[config.mk]
export PLATFORM = sky130hd
export DESIGN_NAME = mips_multicycle_ctrl
export DESIGN_NICKNAME = d
export VERILOG_FILES = /design/src/rtl/mips_ctrl_pkg.sv /design/src/rtl/mips_opcode_decode.sv /design/src/rtl/mips_multicycle_ctrl.sv
export SDC_FILE = /design/constraint.sdc
export NUM_CORES = 1
export LEC_CHECK = 0
export ABC_AREA = 1
export CAP_MARGIN = 0
export CORE_MARGIN = 2
export CORE_UTILIZATION = 46
export CTS_CLUSTER_DIAMETER = 40
export DETAILED_ROUTE_END_ITERATION = 10
export GPL_TIMING_DRIVEN = 0
export HOLD_SLACK_MARGIN = 0.12
export PLACE_DENSITY = 0.89
export SETUP_SLACK_MARGIN = 0.05
export SYNTH_ARGS = -nofsm -noshare
export SYNTH_HDL_FRONTEND = slang
export SYNTH_HIERARCHICAL = 1
export SYNTH_SLANG_ARGS = --single-unit
[constraint.sdc]
create_clock -name clk_i -period 2.25 [get_ports clk_i]
set_clock_uncertainty 0.1 [all_clocks]
set_input_delay 0.675 -clock clk_i [delete_from_list [all_inputs] [get_ports clk_i]]
set_output_delay 0.675 -clock clk_i [all_outputs]
set_load 0.01 [all_outputs]
[src/rtl/mips_ctrl_pkg.sv]
// Shared encodings for the multicycle MIPS control path and datapath.
package mips_ctrl_pkg;

  localparam logic [5:0] OP_RTYPE = 6'h00;
  localparam logic [5:0] OP_LW    = 6'h23;
  localparam logic [5:0] OP_SW    = 6'h2B;
  localparam logic [5:0] OP_BEQ   = 6'h04;
  localparam logic [5:0] OP_J     = 6'h02;
  localparam logic [5:0] OP_ADDI  = 6'h08;

  typedef enum logic [3:0] {
    ST_FETCH     = 4'd0,
    ST_DECODE    = 4'd1,
    ST_MEM_ADDR  = 4'd2,
    ST_MEM_READ  = 4'd3,
    ST_MEM_WB    = 4'd4,
    ST_MEM_WRITE = 4'd5,
    ST_EXEC_R    = 4'd6,
    ST_ALU_WB_R  = 4'd7,
    ST_EXEC_I    = 4'd8,
    ST_ALU_WB_I  = 4'd9,
    ST_BRANCH    = 4'd10,
    ST_JUMP      = 4'd11
  } state_e;

  typedef enum logic [1:0] {
    ALU_ADD   = 2'd0,
    ALU_SUB   = 2'd1,
    ALU_FUNCT = 2'd2
  } alu_op_e;

  typedef enum logic [1:0] {
    SRCB_B      = 2'd0,
    SRCB_FOUR   = 2'd1,
    SRCB_IMM    = 2'd2,
    SRCB_IMM_SH = 2'd3
  } alu_src_b_e;

  typedef enum logic [1:0] {
    PCSRC_ALU    = 2'd0,
    PCSRC_ALUOUT = 2'd1,
    PCSRC_JUMP   = 2'd2
  } pc_src_e;

  // One-hot instruction class produced by the opcode decoder.
  typedef struct packed {
    logic rtype;
    logic lw;
    logic sw;
    logic beq;
    logic j;
    logic addi;
  } instr_class_t;

endpackage

[src/rtl/mips_opcode_decode.sv]
// Opcode to one-hot instruction class; anything unsupported flags illegal.
module mips_opcode_decode
  import mips_ctrl_pkg::*;
(
  input  logic [5:0]   opcode_i,
  output instr_class_t class_o,
  output logic         illegal_o
);

  // Pure lookup; exactly one class bit or the illegal flag is set.
  always_comb begin
    class_o   = '0;
    illegal_o = 1'b0;
    case (opcode_i)
      OP_RTYPE: class_o.rtype = 1'b1;
      OP_LW:    class_o.lw    = 1'b1;
      OP_SW:    class_o.sw    = 1'b1;
      OP_BEQ:   class_o.beq   = 1'b1;
      OP_J:     class_o.j     = 1'b1;
      OP_ADDI:  class_o.addi  = 1'b1;
      default:  illegal_o     = 1'b1;
    endcase
  end

endmodule

[src/rtl/mips_multicycle_ctrl.sv]
// Main control FSM for the multicycle MIPS core: sequences the datapath,
// handshakes with the shared memory port and times out stalled accesses.
//
// state      | meaning
// FETCH      | read instruction at PC, IR <= mem, PC <= PC+4
// DECODE     | load A/B, precompute branch target into ALUOut
// MEM_ADDR   | ALUOut <= A + imm
// MEM_READ   | read data at ALUOut into MDR
// MEM_WB     | rt <= MDR
// MEM_WRITE  | write B to ALUOut address
// EXEC_R     | ALUOut <= A funct B
// ALU_WB_R   | rd <= ALUOut
// EXEC_I     | ALUOut <= A + imm
// ALU_WB_I   | rt <= ALUOut
// BRANCH     | compare A-B, PC <= ALUOut when zero
// JUMP       | PC <= jump target
//
// After a timeout one idle cycle (abort_q) is spent in FETCH with every
// output low so the memory sees the request drop before the retry.
module mips_multicycle_ctrl
  import mips_ctrl_pkg::*;
#(
  parameter int unsigned MEM_TIMEOUT = 15
) (
  input  logic       clk_i,
  input  logic       rst_n_i,
  input  logic [5:0] opcode_i,
  input  logic       alu_zero_i,
  input  logic       mem_ready_i,
  output logic       mem_req_o,
  output logic       mem_we_o,
  output logic       iord_o,
  output logic       ir_we_o,
  output logic       mdr_we_o,
  output logic       ab_we_o,
  output logic       aluout_we_o,
  output logic       pc_en_o,
  output logic [1:0] pc_src_o,
  output logic       rf_we_o,
  output logic       rf_dst_o,
  output logic       rf_src_o,
  output logic       alu_src_a_o,
  output logic [1:0] alu_src_b_o,
  output logic [1:0] alu_op_o,
  output logic       illegal_op_o,
  output logic       mem_err_o,
  output logic [3:0] state_dbg_o
);

  localparam logic [7:0] TMO = 8'(MEM_TIMEOUT);

  state_e       state_q, state_d;
  logic [7:0]   wait_q, wait_d;
  logic         abort_q, abort_d;
  logic         is_sw_q, is_sw_d;

  instr_class_t cls;
  logic         op_illegal;
  logic         mem_access;
  logic         timed_out;

  logic         mem_req_c, mem_we_c, iord_c, ir_we_c, mdr_we_c, ab_we_c;
  logic         aluout_we_c, pc_en_c, rf_we_c, rf_dst_c, rf_src_c;
  logic         alu_src_a_c, illegal_c, mem_err_c;
  pc_src_e      pc_src_c;
  alu_src_b_e   alu_src_b_c;
  alu_op_e      alu_op_c;

  mips_opcode_decode u_dec (
    .opcode_i  (opcode_i),
    .class_o   (cls),
    .illegal_o (op_illegal)
  );

  assign mem_access = !abort_q && (state_q == ST_FETCH || state_q == ST_MEM_READ ||
                                   state_q == ST_MEM_WRITE);
  // mem_ready in the same cycle wins over the timeout.
  assign timed_out  = mem_access && !mem_ready_i && (wait_q == TMO);

  // Next-state, wait counter and per-state datapath controls.
  always_comb begin
    state_d     = state_q;
    wait_d      = '0;
    abort_d     = 1'b0;
    is_sw_d     = is_sw_q;
    mem_req_c   = 1'b0;
    mem_we_c    = 1'b0;
    iord_c      = 1'b0;
    ir_we_c     = 1'b0;
    mdr_we_c    = 1'b0;
    ab_we_c     = 1'b0;
    aluout_we_c = 1'b0;
    pc_en_c     = 1'b0;
    rf_we_c     = 1'b0;
    rf_dst_c    = 1'b0;
    rf_src_c    = 1'b0;
    alu_src_a_c = 1'b0;
    illegal_c   = 1'b0;
    mem_err_c   = 1'b0;
    pc_src_c    = PCSRC_ALU;
    alu_src_b_c = SRCB_B;
    alu_op_c    = ALU_ADD;

    if (mem_access && !mem_ready_i && !timed_out) begin
      wait_d = wait_q + 8'd1;
    end
    if (timed_out) begin
      mem_err_c = 1'b1;
      abort_d   = 1'b1;
    end

    if (abort_q) begin
      state_d = ST_FETCH;
    end else begin
      case (state_q)
        ST_FETCH: begin
          mem_req_c   = 1'b1;
          alu_src_b_c = SRCB_FOUR;
          if (mem_ready_i) begin
            ir_we_c = 1'b1;
            pc_en_c = 1'b1;
            state_d = ST_DECODE;
          end
        end
        ST_DECODE: begin
          ab_we_c     = 1'b1;
          aluout_we_c = 1'b1;
          alu_src_b_c = SRCB_IMM_SH;
          is_sw_d     = cls.sw;
          if (cls.lw || cls.sw) state_d = ST_MEM_ADDR;
          else if (cls.rtype)   state_d = ST_EXEC_R;
          else if (cls.addi)    state_d = ST_EXEC_I;
          else if (cls.beq)     state_d = ST_BRANCH;
          else if (cls.j)       state_d = ST_JUMP;
          else begin
            illegal_c = op_illegal;
            state_d   = ST_FETCH;
          end
        end
        ST_MEM_ADDR: begin
          alu_src_a_c = 1'b1;
          alu_src_b_c = SRCB_IMM;
          aluout_we_c = 1'b1;
          state_d     = is_sw_q ? ST_MEM_WRITE : ST_MEM_READ;
        end
        ST_MEM_READ: begin
          mem_req_c = 1'b1;
          iord_c    = 1'b1;
          if (mem_ready_i) begin
            mdr_we_c = 1'b1;
            state_d  = ST_MEM_WB;
          end else if (timed_out) begin
            state_d = ST_FETCH;
          end
        end
        ST_MEM_WB: begin
          rf_we_c  = 1'b1;
          rf_src_c = 1'b1;
          state_d  = ST_FETCH;
        end
        ST_MEM_WRITE: begin
          mem_req_c = 1'b1;
          mem_we_c  = 1'b1;
          iord_c    = 1'b1;
          if (mem_ready_i || timed_out) state_d = ST_FETCH;
        end
        ST_EXEC_R: begin
          alu_src_a_c = 1'b1;
          alu_op_c    = ALU_FUNCT;
          aluout_we_c = 1'b1;
          state_d     = ST_ALU_WB_R;
        end
        ST_ALU_WB_R: begin
          rf_we_c  = 1'b1;
          rf_dst_c = 1'b1;
          state_d  = ST_FETCH;
        end
        ST_EXEC_I: begin
          alu_src_a_c = 1'b1;
          alu_src_b_c = SRCB_IMM;
          aluout_we_c = 1'b1;
          state_d     = ST_ALU_WB_I;
        end
        ST_ALU_WB_I: begin
          rf_we_c = 1'b1;
          state_d = ST_FETCH;
        end
        ST_BRANCH: begin
          alu_src_a_c = 1'b1;
          alu_op_c    = ALU_SUB;
          pc_src_c    = PCSRC_ALUOUT;
          pc_en_c     = alu_zero_i;
          state_d     = ST_FETCH;
        end
        ST_JUMP: begin
          pc_src_c = PCSRC_JUMP;
          pc_en_c  = 1'b1;
          state_d  = ST_FETCH;
        end
        default: state_d = ST_FETCH;
      endcase
    end
  end

  // State, wait counter and captured lw/sw selector with synchronous reset.
  always_ff @(posedge clk_i) begin
    if (!rst_n_i) begin
      state_q <= ST_FETCH;
      wait_q  <= '0;
      abort_q <= 1'b0;
      is_sw_q <= 1'b0;
    end else begin
      state_q <= state_d;
      wait_q  <= wait_d;
      abort_q <= abort_d;
      is_sw_q <= is_sw_d;
    end
  end

  // Every output is held low while reset is asserted.
  assign mem_req_o    = rst_n_i & mem_req_c;
  assign mem_we_o     = rst_n_i & mem_we_c;
  assign iord_o       = rst_n_i & iord_c;
  assign ir_we_o      = rst_n_i & ir_we_c;
  assign mdr_we_o     = rst_n_i & mdr_we_c;
  assign ab_we_o      = rst_n_i & ab_we_c;
  assign aluout_we_o  = rst_n_i & aluout_we_c;
  assign pc_en_o      = rst_n_i & pc_en_c;
  assign rf_we_o      = rst_n_i & rf_we_c;
  assign rf_dst_o     = rst_n_i & rf_dst_c;
  assign rf_src_o     = rst_n_i & rf_src_c;
  assign alu_src_a_o  = rst_n_i & alu_src_a_c;
  assign illegal_op_o = rst_n_i & illegal_c;
  assign mem_err_o    = rst_n_i & mem_err_c;
  assign pc_src_o     = rst_n_i ? pc_src_c    : 2'b00;
  assign alu_src_b_o  = rst_n_i ? alu_src_b_c : 2'b00;
  assign alu_op_o     = rst_n_i ? alu_op_c    : 2'b00;
  assign state_dbg_o  = rst_n_i ? state_q     : ST_FETCH;

endmodule

* Yosys cells after proc, flatten, opt, wreduce, memory -nomap -nowiden
Cells that the tools add are included.
Word-level totals: register bits 14, input bits 10, word-level logic and storage cells 126
Operators by class: $add $sub $neg 1, equal/unequal tests 20, mux-type cells 61, bitwise operators 16, reductions and logical operators 24
Operator list (number):
- $mux 4 | 10
- $mux 1 | 39
- $pmux 4 s7 | 1
- $eq 4x3->1 const B | 4
- $eq 4x4->1 const B | 4
- $and 1x1->1 | 14
- $eq 6x6->1 const B | 2
- $mux 2 | 6
- $add 8x1->8 const B | 1
- $eq 4x2->1 const B | 2
- $eq 8x4->1 const B | 1
- $pmux 2 s2 | 2
- $reduce_or 4->1 | 2
- $eq 6x2->1 const B | 1
- $eq 6x3->1 const B | 1
- $eq 6x4->1 const B | 1
- $logic_not 6->1 | 1
- $pmux 2 s3 | 1
- $reduce_or 2->1 | 3
- $reduce_or 3->1 | 2
- $reduce_or 6->1 | 1
- $eq 4x1->1 const B | 1
- $logic_and 1x1->1 | 4
- $logic_not 4->1 | 1
- 10 further kinds | 17

* Logic depth before layout (Yosys ltp)
Gate-level depths: netlist of run 1.
depth after elaboration 11, mapped depth 10

* Hierarchy
The synthesis of run 1 kept the hierarchy.
Modules (own cells, without submodules):
- mips_multicycle_ctrl | instances 1, cells an instance 151, area an instance 932.1 sq um, seq. area each 280.3 sq um
- mips_opcode_decode | instances 1, cells an instance 31, area an instance 130.1 sq um, seq. area each 0.0 sq um

* Worst setup path after synthesis of run 1
OpenSTA, ideal clock, no wires.
path type in2out, start point input port rst_n_i, end point output port rf_we_o, arrival time 1514 ps, setup slack -39 ps, cell stages on the path 5, path through inv_1 -> nor2_2 -> nand3_1 -> nor2_1 -> or3b_1
Between the ends: longest elaborated chain between the ends 1
RTL lines:
- start: declaration | line mips_multicycle_ctrl.sv:26 | input logic rst_n_i,
- $and 1x1->1 | line mips_multicycle_ctrl.sv:229 | assign rf_we_o = rst_n_i & rf_we_c;
- end: declaration | line mips_multicycle_ctrl.sv:39 | output logic rf_we_o,
Every way passes these cells.

* Final worst setup path of run 1
Same ends and word-level chain as after synthesis.

==> impl_metrics.tcl, run 1 <==
set metrics [dict create \
    status "finished with violations" \
    violations "setup timing" \
    ff2ff_path_depth 7 \
    fin_cells 268 \
    hold_violations 0 \
    cp_data_required_time_ns 1.47 \
    layout_min_cycle_time_ns 2.54 \
    yosys-top-cells-area "dfxtp_1 (26%), nor2_1 (16%), inv_1 (11%), nand2_1 (10%), nand3_1 (6.6%)" \
    grt_pass1_vias 1168 \
    drc 0 \
    finalMaxSlewViolations 0 \
    die_h_um 52.1 \
    cts_buffers 3 \
    postSynth.asyncResetShare 0 \
    fillers 84 \
    p_leak_nw 0.892 \
    rows 17 \
    layout_commonest_cell "nor2_1" \
    p_comb_frac 0.473 \
    yosysWarnings 6 \
    postRouteWirelength_um 4890 \
    antenna_cells 0 \
    slowest_delay_ns 0.40 \
    path_depth 8 \
    postCtsHoldBufs 0 \
    cts_buffer_depth 2 \
    grt_use_total 0.238 \
    setup_ws_ns -0.286 \
    wire_per_inst_um 18.2 \
    critPathKind "in -> out" \
    cts_num_sinks 14 \
    die-width_um 52.1 \
    yosysSeqAreaShare 0.264 \
    drv_cap 0 \
    fin_area_um2 2000 \
    dr.first_iter.drc_count 88 \
    endpoint_kind "output port" \
    switching_share 0.408 \
    antenna_found_initial 0 \
    synth_enable_flop_cells 0 \
    drive_gt1_frac 0.533 \
    netlist_instances 182 \
    cp_cell_sequence "buf_8, clkinvlp_4, nor2_4, buf_6, nand3_4, nor2_4, or3b_1, buf_2" \
    place_congestion 0.813 \
    hold_class "reg -> reg" \
    cp_top_family "simple AND/OR/NAND/NOR gates" \
    ant_nets 0 \
    crit_path_top_delay_cell "or3b_1" \
    syn_to_final_growth_pct 88.1 \
    synth_top_area_frac 0.264 \
    h-tree-depth 1 \
    synth_cell_types 22 \
    total_power_mw 0.904 \
    period_share 1.13 \
    dpl.cell_count 243 \
    rsz0062_at_grt "true" \
    cp_common_cell "nor2_4" \
    io_pins 34 \
    clk_pin_slew_worst_paths_ns 0.09 \
    via_count 1569 \
    root_buffer "clkbuf_4" \
    slew_headroom 0.759 \
    worst_hold_slack_ns 0.407 \
    p_sw_mw 0.369 \
    firstDrtPassIters 4 \
    tns_ns -1.97 \
    ys_ff_latch 14 \
    p_seq_frac 0.319 \
    ir_worst_vdd_mv 0.475 \
    portBuffers 33 \
    grt_overflow 0 \
    synthFlopType "dfxtp_1" \
    p_per_area_nw_per_um2 452 \
    synth_nets 193 \
    clkLatencyLatePin_ns 0.29 \
    grt_first_pass_wirelength_um 4950 \
    layout_common_cells "nor2_1 (26), nand2_1 (22), nor2_4 (21)" \
    internal_power_mw 0.535 \
    arrival_ns 1.76 \
    clkPwrFrac 0.209 \
    timing.fmax_ghz 0.394 \
    pre_cts_ws_ns -1.29 \
    dieArea_um2 2710 \
    setup_violations 19 \
    path_buf_inv 4 \
    hpwlAfterDp_um 1880 \
    syn_area_per_cell_um2 5.84 \
    yosysTopAreaCell "dfxtp_1" \
    placed_cell_area_um2 1480 \
    start_kind "primary input" \
    min_delay_path_depth 2 \
    coreArea_um2 2190 \
    cts_tree "yes" \
    syn_area_um2 1060 \
    start_util 0.485 \
    worstMarginPinSlew_ns 0.360 \
    crit_fanout 4 \
    nets 252 \
    grt_max_degree 11 \
    vias_per_cell 5.85 \
    regToRegSetupSlack_ns 0.55 \
    fin_util 0.912 \
]
-- timing repair --
item | 4_1_cts | 5_1_grt
resized for setup | 169 | 65
cloned | 0 | 1
buffers inserted | 11 | 9
endpoints found under the hold margin | 0 | 0
setup endpoints to repair | 24 | 20
pin swaps | 17 | 16
-- cell usage after synthesis (3+ instances only) --
| library cell | n |
|---|---|
| nor2_1 | 45 |
| inv_1 | 31 |
| nand2_1 | 29 |
| dfxtp_1 | 14 |
| nand3_1 | 14 |
| a21oi_1 | 9 |
| nor2_2 | 7 |
| nor3_1 | 6 |
| o21ai_0 | 6 |
| xor2_1 | 4 |
| nand2_2 | 3 |
-- cell type report --
class                   instances  area [um2]  share of cell area
well taps                      28        35.0              0.0175
multi-input cells             135         971               0.486
flip-flops and latches         14         294               0.147
plain buffers                   1        20.0              0.0100
inverters                      32         144              0.0720
clock buffers                   4        36.3              0.0182
repair buffers                 54         498               0.249
-- flip-flops by register name, summed over array words and instances (netlist names) --
register	flops
state_q	4
abort_q	1
wait_q	8
is_sw_q	1
-- power groups by stage --
stage               Sequential (mW)  Clock, mW  Combinational (mW)
finish                        0.288      0.189               0.427
CTS                           0.281      0.181               0.313
floorplan                     0.279          0               0.173
detailed placement            0.283          0               0.275
global placement              0.282          0               0.272
global route                  0.289      0.205               0.452
-- tightest hold or removal path: stages, from the launching register on --
cell and delay, ns:
dfxtp_2 0.34, buf_4 0.11, nor2_1 0.03
-- logic make-up (layout without fill, tap and decap cells) --
kind of cell,Yosys count,in the layout,synth area share
simple gates,110,110,0.468
buf+inv,33,91,0.117
compound gates,18,18,0.0907
flops,14,14,0.264
xor+xnor,6,6,0.0495
fa+ha+maj,1,1,0.0118
-- worst paths after layout --
kind	start	endpoint
worst max-delay path	rst_n_i	rf_we_o
worst max register to register	wait_q[0]	state_q[2]
worst min-delay path	wait_q[0]	wait_q[0]
worst min register to register	wait_q[0]	wait_q[0]
-- metal layers --
layer / vias up / track usage / part of all wire
li1: 691 / - / -
met5: - / 0 / 0
met1: 729 / 0.292 / 0.36
met2: 122 / 0.443 / 0.49
met4: 0 / 0.0395 / 0.044
met3: 27 / 0.0287 / 0.10
Power figures use the tool's default switching activity.
==> run 2: changes to the inputs <==
--- a/config.mk
+++ b/config.mk
@@ -8,12 +8,12 @@
 export ABC_AREA = 1
 export CAP_MARGIN = 0
 export CORE_MARGIN = 2
-export CORE_UTILIZATION = 46
+export CORE_UTILIZATION = 40
 export CTS_CLUSTER_DIAMETER = 40
 export DETAILED_ROUTE_END_ITERATION = 10
 export GPL_TIMING_DRIVEN = 0
 export HOLD_SLACK_MARGIN = 0.12
-export PLACE_DENSITY = 0.89
+export PLACE_DENSITY = 0.8
 export SETUP_SLACK_MARGIN = 0.05
 export SYNTH_ARGS = -nofsm -noshare
 export SYNTH_HDL_FRONTEND = slang
==> run 2 against run 1 <==
The flow still finishes with violations (setup timing). Cell area shrank 2.1%. Core utilization shrank 13 points. Setup slack gained 0.078 ns. Clock-buffer cell count is the same. Register-to-register slack gained 0.14 ns. Global-route usage shrank 2.6 points. Sequential cell count is the same. Largest cell class unchanged. Highest routed layer unchanged.
==> impl_metrics.tcl, run 2 (synthesized netlist as in run 1, its figures left out) <==
set metrics [dict create \
    status "finished with violations" \
    violations "setup timing" \
    p_leak_nw 0.913 \
    layout_commonest_cell "buf_4" \
    fillers 154 \
    worstMarginPinSlew_ns 0.249 \
    start_kind "primary input" \
    layout_common_cells "buf_4 (27), nor2_1 (25), nand2_1 (20), inv_1 (20), nor2_4 (17)" \
    h-tree-depth 1 \
    multiInputGateArea_um2 926 \
    ir_worst_vdd_mv 0.403 \
    slowest_delay_ns 0.24 \
    cts_tree "yes" \
    path_depth 7 \
    via_count 1429 \
    crit_fanout 6 \
    dpl.cell_count 245 \
    grt_pass1_vias 1237 \
    hold_violations 0 \
    nets 260 \
    wire_per_inst_um 13.7 \
    setup_ws_ns -0.208 \
    path_buf_inv 5 \
    cp_data_required_time_ns 1.47 \
    hold_class "reg -> reg" \
    layout_min_cycle_time_ns 2.46 \
    cp_cell_sequence "buf_8, clkinvlp_4, nor2_4, buf_6, inv_6, nor3_1, buf_2" \
    grt_use_total 0.211 \
    cp_top_family "buffers and inverters" \
    p_sw_mw 0.330 \
    fin_cells 278 \
    grt_max_degree 10 \
    total_power_mw 0.857 \
    die-width_um 55.5 \
    hpwlAfterDp_um 1980 \
    dieArea_um2 3080 \
    finalMaxSlewViolations 0 \
    rows 18 \
    clkLatencyLatePin_ns 0.29 \
    min_delay_path_depth 2 \
    root_buffer "clkbuf_4" \
    postRouteWirelength_um 3820 \
    setup_violations 17 \
    top_register "wait_q" \
    drc 0 \
    pre_cts_ws_ns -1.28 \
    start_util 0.425 \
    ant_nets 0 \
    io_pins 34 \
    critPathKind "in -> out" \
    largest_reg_flops 8 \
    fin_util 0.783 \
    grt_overflow 0 \
    firstDrtPassIters 4 \
    rsz0062_at_grt "true" \
    internal_power_mw 0.527 \
    drive_gt1_frac 0.544 \
    postCtsHoldBufs 0 \
    cts_num_sinks 14 \
    die_h_um 55.5 \
    antenna_found_initial 0 \
    antenna_cells 0 \
    slew_headroom 0.833 \
    endpoint_kind "output port" \
    cts_buffer_depth 2 \
    crit_path_top_delay_cell "nor3_1" \
    p_seq_frac 0.334 \
    clk_pin_slew_worst_paths_ns 0.08 \
    grt_first_pass_wirelength_um 5260 \
    largestRegisters "wait_q x8, state_q x4" \
    timing.fmax_ghz 0.407 \
    dr.first_iter.drc_count 44 \
    drv_cap 0 \
    p_per_area_nw_per_um2 438 \
    clkPwrFrac 0.212 \
    arrival_ns 1.68 \
    period_share 1.09 \
    place_congestion 0.844 \
    vias_per_cell 5.14 \
    portBuffers 33 \
    cts_buffers 3 \
    switching_share 0.385 \
    syn_to_final_growth_pct 84.2 \
    coreArea_um2 2500 \
    regArea_um2 295 \
    ff2ff_path_depth 10 \
    p_comb_frac 0.454 \
]
-- run 2: cell count changes in the layout (fill, tap and decap cells not counted), moves of 4 or more --
cell,before,now
buf_4,16,27
nor2_2,6,11
nor2_4,21,17
buf_6,13,9
-- run 2: metrics by stage --
stage | instance area [um2] | hold slack, ns | TNS [ns]
after floorplan | 1110 | 0.318 | 0
after detailed placement | 1480 | 0.343 | -25.47
final | 1960 | 0.398 | -1.83
after global placement | 1480 | 0.330 | -25.00
after global routing | 1960 | 0.418 | -2.63
after CTS | 1750 | 0.401 | -1.24
-- run 2: path summary, 6_finish.rpt --
check / to / slack (ns) / from
max: ir_we_o / -0.21 / rst_n_i
min: wait_q[0] / 0.40 / wait_q[0]
max reg2reg: wait_q[6] / 0.69 / state_q[1]
min reg2reg: wait_q[0] / 0.40 / wait_q[0]
-- run 2: layout make-up --
cell class	count	share of cell area
well taps	30	0.0192
flip-flops and latches	14	0.151
clock buffers	4	0.0185
plain buffers	1	0.0128
multi-input cells	135	0.473
repair buffers	62	0.252
inverters	32	0.0735
-- run 2: tightest hold or removal path: stages (launching register included) --
cell and delay, ns:
dfxtp_2 0.33, buf_4 0.10, nor2_1 0.03
-- run 2: power by group through the flow --
stage	combinational [mW]	sequential (mW)	clock (mW)
CTS	0.307	0.279	0.184
detailed placement	0.276	0.283	0
floorplan	0.173	0.279	0
finish	0.389	0.286	0.181
global route	0.416	0.289	0.195
global placement	0.273	0.283	0
-- run 2: metal layers --
metal  GRT usage  routed length, um  vias to the layer above  share of wire
li1            -                  -                      702              -
met1       0.259               1460                      646           0.38
met2       0.354               2000                       66           0.52
met3      0.0492                220                       15          0.058
met4      0.0871                139                        0          0.036
met5           0                  0                        -              0
-- run 2: repair_timing --
| item | in CTS | in global routing |
|---|---|---|
| setup buffers | 21 | 7 |
| pin swaps | 20 | 27 |
| endpoints found under the setup margin | 24 | 22 |
| gates resized for setup | 173 | 50 |
| cloned | 1 | 0 |
